`config.mk`:
```
export PLATFORM = sky130hd
export DESIGN_NAME = dtb_host_bridge
export DESIGN_NICKNAME = d
export VERILOG_FILES = /design/src/rtl/dtb_host_bridge.sv
export SDC_FILE = /design/constraint.sdc
export NUM_CORES = 1
export LEC_CHECK = 0
export BUFFER_PORTS_ARGS = -buffer_cell sky130_fd_sc_hd__buf_2
export CAP_MARGIN = 10
export CELL_PAD_IN_SITES_DETAIL_PLACEMENT = 0
export CELL_PAD_IN_SITES_GLOBAL_PLACEMENT = 1
export CORE_MARGIN = 5
export CORE_UTILIZATION = 32
export DETAILED_ROUTE_END_ITERATION = 10
export PLACE_DENSITY = 0.75
export SLEW_MARGIN = 10
export SYNTH_ARGS = -nofsm -noshare
export SYNTH_HDL_FRONTEND = slang
export SYNTH_SLANG_ARGS = --single-unit
```
`constraint.sdc`:
```
create_clock -name CLK_I -period 2.47 [get_ports CLK_I]
set_input_delay 0.1235 -clock CLK_I [delete_from_list [all_inputs] [get_ports CLK_I]]
set_output_delay 0.1235 -clock CLK_I [all_outputs]
set_load 0.01 [all_outputs]
```
`src/rtl/dtb_host_bridge.sv`:
```
// Host byte-stream command bridge in front of the stream trace buffer: decodes
// opcodes into control/data-write/read transactions and serialises read words back.
// Optional macro DTB_BRIDGE_ACK_EN: ACK (0x06) after each write, NAK (0x15) on unknown opcodes.
module dtb_host_bridge #(
    parameter int unsigned TRB_WIDTH  = 32,
    parameter int unsigned CONF_WIDTH = 16,
    parameter int unsigned STAT_WIDTH = 16
) (
    input  logic                  CLK_I,
    input  logic                  RST_I,
    input  logic                  RX_VALID_I,
    output logic                  RX_READY_O,
    input  logic [7:0]            RX_DATA_I,
    output logic                  TX_VALID_O,
    input  logic                  TX_READY_I,
    output logic [7:0]            TX_DATA_O,
    output logic                  CTRL_VALID_O,
    input  logic                  CTRL_READY_I,
    output logic [CONF_WIDTH-1:0] CTRL_O,
    output logic                  STAT_READY_O,
    input  logic                  STAT_VALID_I,
    input  logic [STAT_WIDTH-1:0] STAT_I,
    output logic                  WDATA_VALID_O,
    input  logic                  WDATA_READY_I,
    output logic [TRB_WIDTH-1:0]  WDATA_O,
    output logic                  RDATA_READY_O,
    input  logic                  RDATA_VALID_I,
    input  logic [TRB_WIDTH-1:0]  RDATA_I
);
    localparam int unsigned NB_CONF = (CONF_WIDTH + 7) / 8;
    localparam int unsigned NB_STAT = (STAT_WIDTH + 7) / 8;
    localparam int unsigned NB_DATA = TRB_WIDTH / 8;
    localparam int unsigned NB_CS   = (NB_CONF > NB_STAT) ? NB_CONF : NB_STAT;
    localparam int unsigned NB_MAX  = (NB_CS > NB_DATA) ? NB_CS : NB_DATA;
    localparam int unsigned CW      = $clog2(NB_MAX + 1);
    localparam int unsigned SW      = NB_MAX * 8;

    localparam logic [CW-1:0] LAST_CONF = CW'(NB_CONF - 1);
    localparam logic [CW-1:0] LAST_STAT = CW'(NB_STAT - 1);
    localparam logic [CW-1:0] LAST_DATA = CW'(NB_DATA - 1);

    typedef enum logic [2:0] {
        S_IDLE, S_RX_ARG, S_ISSUE, S_WAIT_RD, S_TX, S_ACK
    } state_t;

    state_t        state_q, state_d;
    logic [SW-1:0] shadow_q, shadow_d;
    logic [CW-1:0] cnt_q, cnt_d;
    logic          is_data_q, is_data_d;
    logic          nak_q, nak_d;

    logic       rx_ready, tx_valid, ctrl_valid, wdata_valid, stat_ready, rdata_ready;
    logic [7:0] tx_byte;

    always_ff @(posedge CLK_I) begin
        if (RST_I) begin
            state_q   <= S_IDLE;
            shadow_q  <= '0;
            cnt_q     <= '0;
            is_data_q <= 1'b0;
            nak_q     <= 1'b0;
        end else begin
            state_q   <= state_d;
            shadow_q  <= shadow_d;
            cnt_q     <= cnt_d;
            is_data_q <= is_data_d;
            nak_q     <= nak_d;
        end
    end

    always_comb begin
        state_d     = state_q;
        shadow_d    = shadow_q;
        cnt_d       = cnt_q;
        is_data_d   = is_data_q;
        nak_d       = nak_q;
        rx_ready    = 1'b0;
        tx_valid    = 1'b0;
        tx_byte     = '0;
        ctrl_valid  = 1'b0;
        wdata_valid = 1'b0;
        stat_ready  = 1'b0;
        rdata_ready = 1'b0;
        case (state_q)
            S_IDLE: begin
                rx_ready = 1'b1;
                if (RX_VALID_I) begin
                    case (RX_DATA_I)
                        8'h01, 8'h03: begin
                            is_data_d = RX_DATA_I[1];
                            cnt_d     = '0;
                            state_d   = S_RX_ARG;
                        end
                        8'h02, 8'h04: begin
                            is_data_d = RX_DATA_I[2];
                            state_d   = S_WAIT_RD;
                        end
                        default: begin
`ifdef DTB_BRIDGE_ACK_EN
                            nak_d   = 1'b1;
                            state_d = S_ACK;
`endif
                        end
                    endcase
                end
            end
            S_RX_ARG: begin
                rx_ready = 1'b1;
                if (RX_VALID_I) begin
                    shadow_d[8*int'(cnt_q) +: 8] = RX_DATA_I;
                    if (cnt_q == (is_data_q ? LAST_DATA : LAST_CONF)) begin
                        cnt_d   = '0;
                        state_d = S_ISSUE;
                    end else begin
                        cnt_d = cnt_q + 1'b1;
                    end
                end
            end
            S_ISSUE: begin
                ctrl_valid  = !is_data_q;
                wdata_valid = is_data_q;
                if (is_data_q ? WDATA_READY_I : CTRL_READY_I) begin
`ifdef DTB_BRIDGE_ACK_EN
                    nak_d   = 1'b0;
                    state_d = S_ACK;
`else
                    state_d = S_IDLE;
`endif
                end
            end
            S_WAIT_RD: begin
                stat_ready  = !is_data_q;
                rdata_ready = is_data_q;
                if (is_data_q ? RDATA_VALID_I : STAT_VALID_I) begin
                    // Zero-fill first so status bits above STAT_WIDTH go out as 0.
                    shadow_d = '0;
                    if (is_data_q) shadow_d[TRB_WIDTH-1:0] = RDATA_I;
                    else           shadow_d[STAT_WIDTH-1:0] = STAT_I;
                    cnt_d   = '0;
                    state_d = S_TX;
                end
            end
            S_TX: begin
                tx_valid = 1'b1;
                tx_byte  = shadow_q[8*int'(cnt_q) +: 8];
                if (TX_READY_I) begin
                    if (cnt_q == (is_data_q ? LAST_DATA : LAST_STAT)) begin
                        cnt_d   = '0;
                        state_d = S_IDLE;
                    end else begin
                        cnt_d = cnt_q + 1'b1;
                    end
                end
            end
            S_ACK: begin
                tx_valid = 1'b1;
                tx_byte  = nak_q ? 8'h15 : 8'h06;
                if (TX_READY_I) state_d = S_IDLE;
            end
            default: state_d = S_IDLE;
        endcase
    end

    // Handshake outputs are masked during reset so a same-edge handshake cannot occur.
    assign RX_READY_O    = rx_ready    & ~RST_I;
    assign TX_VALID_O    = tx_valid    & ~RST_I;
    assign TX_DATA_O     = RST_I ? '0 : tx_byte;
    assign CTRL_VALID_O  = ctrl_valid  & ~RST_I;
    assign WDATA_VALID_O = wdata_valid & ~RST_I;
    assign STAT_READY_O  = stat_ready  & ~RST_I;
    assign RDATA_READY_O = rdata_ready & ~RST_I;
    assign CTRL_O        = shadow_q[CONF_WIDTH-1:0];
    assign WDATA_O       = shadow_q[TRB_WIDTH-1:0];

endmodule

```
Word-level counts from Yosys, hierarchy flattened
Cells that the tools add are included.
{"block": "classes", "bitwise_logic": 7, "eq_ne": 20, "n_addsub": 2, "shifts": 3, "n_mux": 35, "n_reduce_logical": 13}
{"operator": "32-bit two-way mux", "n": 2}
{"operator": "32-bit case mux with 2 select lines", "n": 1}
{"operator": "3-bit two-way mux", "n": 14}
{"operator": "6-bit negator with 33-bit output", "n": 1}
{"operator": "8-bit by 33-bit variable shift with 32-bit output (first input constant)", "n": 1}
{"operator": "8-bit by 33-bit variable part select with 32-bit output", "n": 1}
{"operator": "32-bit bitwise mux", "n": 1}
{"operator": "16-bit two-way mux", "n": 2}
{"operator": "32-bit by 7-bit variable part select with 8-bit output", "n": 1}
{"operator": "3-bit case mux with 6 select lines", "n": 1}
{"operator": "8-bit by 2-bit equality test with 1-bit output (second input constant)", "n": 2}
{"operator": "2-bit != test (second input constant)", "n": 8}
{"operator": "8-bit case mux with 2 select lines", "n": 1}
{"operator": "3-bit case mux with 4 select lines", "n": 1}
{"operator": "9-bit AND reduction", "n": 1}
{"operator": "8-bit by 1-bit equality test with 1-bit output (second input constant)", "n": 1}
{"operator": "8-bit by 3-bit equality test with 1-bit output (second input constant)", "n": 1}
{"operator": "1-bit two-way mux", "n": 8}
{"operator": "8-bit two-way mux", "n": 1}
{"operator": "2-bit OR reduction", "n": 4}
{"operator": "1-bit bitwise AND", "n": 6}
{"operator": "3-bit by 2-bit equality test with 1-bit output (second input constant)", "n": 2}
{"operator": "3-bit equality test (second input constant)", "n": 2}
{"operator": "3-bit case mux with 2 select lines", "n": 1}
{"operator": "14 further kinds", "n": 16}
{"block": "totals", "inputBits": 64, "output_inout_bits": 62, "register_bits": 39, "wordCells": 84}

Depth between registers and ports, before layout
Gate-level depths: netlist of the first run.
{"block": "logic_depth", "word_depth": 5, "ltp_mapped": 9, "mapped_depth_nobuf": 7}

Least setup slack after synthesis of the first run
Ideal clock, no wire load.
{"block": "synth_timing", "kind": "reg-to-reg", "from": "register cnt_q[1]", "to": "register shadow_q[0] (netlist: WDATA_O[0])", "synth_period_minus_slack_ps": 2617, "t_arrival_ps": 2484, "slack_ps": -147, "stages_incl_launch_ff": 10, "setup_ps": 133, "n_path_buf": 2, "required_time_ps": 2337, "path_cell_list": "dfxtp_1 buf_1 inv_1 ha_1 ha_1 or4b_1 buf_2 o21ai_4 a41oi_4 mux2i_1"}
{"block": "synth_between", "elab_chain_cells": 5, "word_cells_on_any_way": 6, "cone_classes": "add/sub: 1; shift: 2; mux: 3"}
{"item": "start: declaration", "line": "48", "text": "logic [CW-1:0] cnt_q, cnt_d;"}
{"item": "start signal: assignment", "line": "65", "text": "cnt_q <= cnt_d;"}
{"item": "6-bit negator with 33-bit output (*)", "line": "110", "text": "shadow_d[8*int'(cnt_q) +: 8] = RX_DATA_I;"}
{"item": "8-bit by 33-bit variable part select with 32-bit output or 8-bit by 33-bit variable shift with 32-bit output (tied branches)", "line": "110"}
{"item": "32-bit bitwise mux (*)", "line": "110"}
{"item": "32-bit two-way mux (*)", "line": "109", "text": "if (RX_VALID_I) begin"}
{"item": "32-bit case mux with 2 select lines (*)", "line": "84", "text": "case (state_q)"}
{"item": "end signal: assignment", "line": "64", "text": "shadow_q <= shadow_d;"}
{"item": "end: declaration", "line": "47", "text": "logic [SW-1:0] shadow_q, shadow_d;"}
Every way passes the cells marked *; elsewhere a longest branch is shown, timed or not. The select of a mux whose other input is x is not followed.
A chain may end at the register's enable or synchronous reset.

Worst setup path after layout of the first run
{"block": "layout_timing", "from": "register state_q[0]", "to": "output RDATA_READY_O"}
{"block": "layout_between", "elab_chain_cells": 3}
{"item": "start: declaration", "line": "46", "text": "state_t state_q, state_d;"}
{"item": "start signal: assignment", "line": "63", "text": "state_q <= state_d;"}
{"item": "3-bit by 2-bit equality test with 1-bit output", "line": "84"}
{"item": "1-bit two-way mux", "line": "84"}
{"item": "1-bit bitwise AND", "line": "171", "text": "assign RDATA_READY_O = rdata_ready & ~RST_I;"}
{"item": "end: declaration", "line": "26", "text": "output logic RDATA_READY_O,"}
Every way passes these cells.

==> results of run 1 <==
timing repair:
item                       4_1_cts  5_1_grt
setup endpoints to repair        0        3
gates resized for setup          0        2
hold endpoints to repair         0        0
registers in the layout, indices dropped and copies added, names as in the netlist:
register / count
cnt_q: 3
state_q: 3
WDATA_O: 32
is_data_q: 1
synth_stat cells, types with 3 or more instances:
library cell,instances
mux4_2,6
a211o_1,3
nor4b_1,11
a211oi_1,29
ha_1,6
nor2_1,23
a21o_1,3
buf_2,11
buf_1,3
xnor2_1,3
nand2_1,4
o31ai_1,4
dfxtp_1,39
a21oi_1,14
inv_1,5
nand2b_1,9
a22oi_1,16
or2_2,4
clkbuf_1,13
mux2i_1,26
nor4_4,3
a21oi_2,3
o21bai_1,8
nor3_1,32
and3_1,6
nor2b_1,6
buf_4,20
layout by cell type, fill, tap and decap left out, drive strengths merged, types with 9 or more instances in the layout:
cell,count
a211oi,29
nor2,24
a21oi,17
dfxtp,39
buf,143
a22oi,16
nor4b,11
mux2i,26
nand2b,9
nor3,32
worst max-delay path: cells and delay by family (launching register included):
kind                   cells  cell delay (ns)
buffers and inverters      2             0.38
flip-flops                 1             0.51
AND/OR/NAND/NOR            3             0.96
metrics by stage:
stage                     utilization, %  instances  setup slack, ns  hold WS [ns]  cell area (um2)
after floorplan                        -        338          0.04554        0.2746             3005
after global placement             39.54        545           0.2818        0.4443             3636
after detailed placement           39.54        545           0.1481        0.4586             3636
after CTS                          40.76        553           0.1198        0.1228             3749
after global routing               40.82        553          0.03548        0.1431             3754
final                              40.82        553           0.1784        0.1275             3754
cell type report:
class | count | area [um2] | area share [%]
Multi-Input combinational cell | 247 | 1941 | 51.70
Tap cell | 111 | 138.9 | 3.700
Timing Repair Buffer | 143 | 760.7 | 20.27
Sequential cell | 39 | 782.0 | 20.83
Inverter | 5 | 18.77 | 0.5000
Clock buffer | 5 | 68.82 | 1.833
Clock inverter | 3 | 43.79 | 1.167
cells by family after synthesis:
logic type,Yosys count
multiplexers,34
XOR/XNOR,3
buffers and inverters,52
AND/OR/NAND/NOR,114
AO/OA/AOI/OAI,90
flip-flops,39
adder cells (fa/ha/maj),6
worst max-delay path by stage:
stage,from,endpoint,slack (ns),cells past startpoint
2_1_floorplan,cnt_q[1],WDATA_O[0],0.05,9
3_3_place_gp,cnt_q[0],WDATA_O[5],0.28,7
3_5_place_dp,cnt_q[2],WDATA_O[7],0.15,7
4_1_cts,cnt_q[0],WDATA_O[7],0.12,8
5_1_grt,cnt_q[0],WDATA_O[7],0.04,8
6_report,state_q[0],RDATA_READY_O,0.18,5
power breakdown:
part           switching [mW]  leakage [nW]  internal, mW
combinational          0.0671          1.25        0.0637
sequential            0.00102         0.314         0.629
clock                   0.265        0.0581         0.301
metal layers:
layer  track usage (%)  vias up
met5                 0        -
met4             4.292        0
met3             3.371        5
met2             26.17      136
met1             26.28     1472
li1                  -     1477
==> impl_metrics.toml, run 1 <==
[status]
outcome = "completed"

[critical_path]
max_stage_delay_ns = 0.56
worstSetupEndpointType = "output pin"
reg2regPathDepth = 8
setup.worst_path.class = "flip-flop to output pin"
crit_required_ns = 2.35
regToRegStartpoint = "cnt_q[0]"
arrival_ns = 2.17
start_kind = "flip-flop"
worstPathCellList = "buf_4 -> and3b_1 -> and2_1 -> nor2b_1 -> buf_2"
critPathSlowestCell = "and2_1"
regToRegEndpoint = "WDATA_O[7]"
critPathMaxFanout = 17
ff2ff_setup_slack_ns = 0.20

[yosys]
netlist.area_leader.share_pct = 26.01
synth.avg_cell_area_um2 = 8.881
yosys.area_share.simple_pct = 23.47
synth_fa_ha_area_share_pct = 2.501
synth_fp_nets = 408
yosysSeqAreaShare_pct = 26.01
synth.area.top_cells = "dfxtp_1 26%, mux2i_1 8.7%, a211oi_1 7.3%"
ys_async_sr_fraction_pct = 0
synth_cell_types = 48
ys_seq_elements = 39
syn-cell-area_um2 = 3002
synth_compound_area_share_pct = 22.76
yosysTopAreaCell = "dfxtp_1"
synth_mux_area_share_pct = 14.92
synth_cells = 338
synth_edf_count = 0
synth_xor_area_share_pct = 0.8754
synth_top_family_by_area = "simple AND/OR/NAND/NOR gates"
ys_warn_count = 0
synth_ff_type = "dfxtp_1"

[timing]
min_period_over_period_pct = 92.78
rsz0062_at_grt = "false"
finClkSkew_ns = 0.008313
tightest_slew_ns = 0.6507
period_minus_slack_ns = 2.292
setup_viol = 0
finalSetupTns_ns = 0
maxSlewViolCount = 0
fmax_mhz = 436.4
relSlewSlack_pct = 56.62
hold_violations = 0

[detailed_routing]
vias = 3090
wirelength_mm = 10.38
m1WireLength_mm = 4.747
antenna_left = 0
drtPass1Iterations = 4
wl_per_cell_um = 18.78
highest_layer = "met4"
drt_iter0_drc = 209
met2_length_mm = 4.666
avgViaCountPerCell = 5.588
drc = 0
dr_wl_met3_um = 908

[cells_and_area]
diodes = 0
drive_gt1_share_pct = 39.59
fill_cells = 968
nNetsFinal = 511
area_growth_pct = 25.05

[hold_path]
hold_path.class = "input port to flip-flop"
whs_path_depth = 3
min_to = "state_q[2]"
min-delay-start = "TX_READY_I"

[cts]
clk_latency_ns = 0.31
path_clk_slew_ns = 0.09
cts_buffer_depth = 2
ctsHoldBuffers = 0
cts_htree_levels = 2
cts_tree = "yes"
cts.sinks = 39
cts_setup_buffers = 0
cts_buffers = 5
cts-root-buf = "clkbuf_8"

[die]
die_h_um = 106.9
die-area_um2 = 11420
initial_core_util_pct = 32.64
ios = 126
row_count = 35
dieWidth_um = 106.9
core_um2 = 9196

[global_route]
grt_pass1_wl_mm = 16.11
grt-ovfl-total = 0
grt_max_degree = 54
antenna_found_initial = 0
grt_pass1_vias = 2932
grtUsageTotal_pct = 17.69

[pwr]
p_per_area_nw_per_um2 = 353.3
leakage_nw = 1.623
finalPower_mw = 1.326
ir_worst_vdd_v = 0.0002910

[run]
max-cap-violations = 0

[placed_design]
hpwl_mm = 7.974
gp_congestion = 0.8875
io_buffer_count = 125
Note: power is estimated with default switching activity, not from simulation.
==> run 2, diff against run 1 <==
--- a/config.mk
+++ b/config.mk
@@ -12,7 +12,8 @@
 export CORE_MARGIN = 5
 export CORE_UTILIZATION = 32
 export DETAILED_ROUTE_END_ITERATION = 10
-export PLACE_DENSITY = 0.75
+export PLACE_DENSITY_LB_ADDON = 0.05
+export SKIP_CTS_REPAIR_TIMING = 1
 export SLEW_MARGIN = 10
 export SYNTH_ARGS = -nofsm -noshare
 export SYNTH_HDL_FRONTEND = slang
==> impl_metrics.toml, run 2 (synthesis gave the netlist of run 1 again) <==
[critical_path]
ff2ff_setup_slack_ns = 0.23
start_kind = "flip-flop"
regToRegEndpoint = "WDATA_O[1]"
regToRegStartpoint = "cnt_q[2]"
arrival_ns = 2.46
critPathMaxFanout = 8
crit_required_ns = 2.70
worstSetupEndpointType = "flip-flop"
reg2regPathDepth = 7
setup.worst_path.class = "flip-flop to flip-flop"

[placed_design]
io_buffer_count = 125
hpwl_mm = 8.431
pre_cts_ws_ns = 0.1677
gp_congestion = 0.8425

[pwr]
p_per_area_nw_per_um2 = 321.7
finalPower_mw = 1.207
ir_worst_vdd_v = 0.0002101
leakage_nw = 1.619

[timing]
whs_ns = 0.1517
timing.final.ws_setup_ns = 0.2305
min_period_over_period_pct = 90.67
setup_viol = 0
fmax_mhz = 446.5
finalSetupTns_ns = 0
finClkSkew_ns = 0.006369
relSlewSlack_pct = 58.61
hold_violations = 0
period_minus_slack_ns = 2.240
maxSlewViolCount = 0
rsz0062_at_grt = "false"
tightest_slew_ns = 0.6161

[hold_path]
min-delay-start = "TX_READY_I"
min_to = "state_q[2]"
hold_path.class = "input port to flip-flop"
whs_path_depth = 3

[status]
outcome = "completed"

[detailed_routing]
drc = 0
wl_per_cell_um = 20.14
avgViaCountPerCell = 5.507
drtPass1Iterations = 4
vias = 3051
antenna_left = 0
drt_iter0_drc = 155
wirelength_mm = 11.16

[cts]
path_clk_slew_ns = 0.08
cts_htree_levels = 2
clk_latency_ns = 0.30
cts_tree = "yes"
cts-root-buf = "clkbuf_8"
cts_buffer_depth = 2
cts.sinks = 39
cts_buffers = 5

[die]
initial_core_util_pct = 32.64
dieWidth_um = 106.9
die_h_um = 106.9
core_um2 = 9196
die-area_um2 = 11420
row_count = 35
ios = 126

[cells_and_area]
post-route-util_pct = 40.82
layout_commonest_cell = "buf_2"
drive_gt1_share_pct = 39.50
diodes = 0
fill_cells = 984
area_growth_pct = 25.05
largest_register_ffs = 32
layout_common_cells = "125 x buf_2, 39 x dfxtp_1, 32 x nor3_1"
nNetsFinal = 512

[run]
max-cap-violations = 0

[global_route]
antenna_found_initial = 0
grt_pass1_vias = 2862
grtUsageTotal_pct = 18.75
grt_pass1_wl_mm = 16.50
grt_max_degree = 35
grt-ovfl-total = 0
[run 2: cell count changes in the layout (fill, tap and decap cells not counted), sizes merged]
cell	previous run	this run
clkinv	2	1
bufinv	1	0
clkinvlp	0	1
buf	143	144
clkbuf	5	6
[run 2: final cells by class]
class	instances	area (um2)	area share, %
Clock buffer	6	72.57	1.933
Clock inverter	2	12.51	0.3333
Inverter	5	18.77	0.5000
Multi-Input combinational cell	247	1949	51.93
Sequential cell	39	780.7	20.80
Tap cell	111	138.9	3.700
Timing Repair Buffer	144	780.7	20.80
[run 2: worst max-delay path by stage]
| stage | start | endpoint | slack (ns) | cells after the start |
|---|---|---|---|---|
| 3_3_place_gp | cnt_q[0] | WDATA_O[5] | 0.28 | 8 |
| 4_1_cts | cnt_q[2] | WDATA_O[5] | 0.15 | 7 |
| 6_report | cnt_q[2] | WDATA_O[1] | 0.23 | 7 |
| 2_1_floorplan | cnt_q[1] | WDATA_O[0] | 0.05 | 9 |
| 3_5_place_dp | cnt_q[2] | WDATA_O[5] | 0.17 | 7 |
| 5_1_grt | cnt_q[2] | WDATA_O[4] | 0.03 | 7 |
[run 2: metrics by stage]
| stage | instance area (um2) | std cells |
|---|---|---|
| floorplan | 3005 | 338 |
| global placement | 3656 | 546 |
| detailed placement | 3656 | 546 |
| CTS | 3741 | 554 |
| global route | 3754 | 554 |
| finish | 3754 | 554 |
[run 2: power breakdown]
| part | switching (mW) | internal (mW) | leakage [nW] |
|---|---|---|---|
| logic | 0.0691 | 0.0639 | 1.26 |
| clock network | 0.247 | 0.198 | 0.0412 |
| registers | 0.00108 | 0.629 | 0.314 |
| total | 0.317 | 0.890 | 1.62 |
[run 2: critical path, cell delays in order, from the launching register on]
cell and delay [ns]:
dfxtp_1 0.42, inv_1 0.13, ha_1 0.37, or4b_1 0.57, buf_4 0.21, nor4b_1 0.24, o21bai_1 0.10, mux2i_1 0.12
[run 2: per-layer routing]
metal	global-route usage [%]	part of all wire (%)	vias to the layer above
met5	0	0	-
met4	4.292	1.3	0
met3	3.191	6.1	10
met2	28.60	45	108
met1	27.52	48	1460
li1	-	-	1473
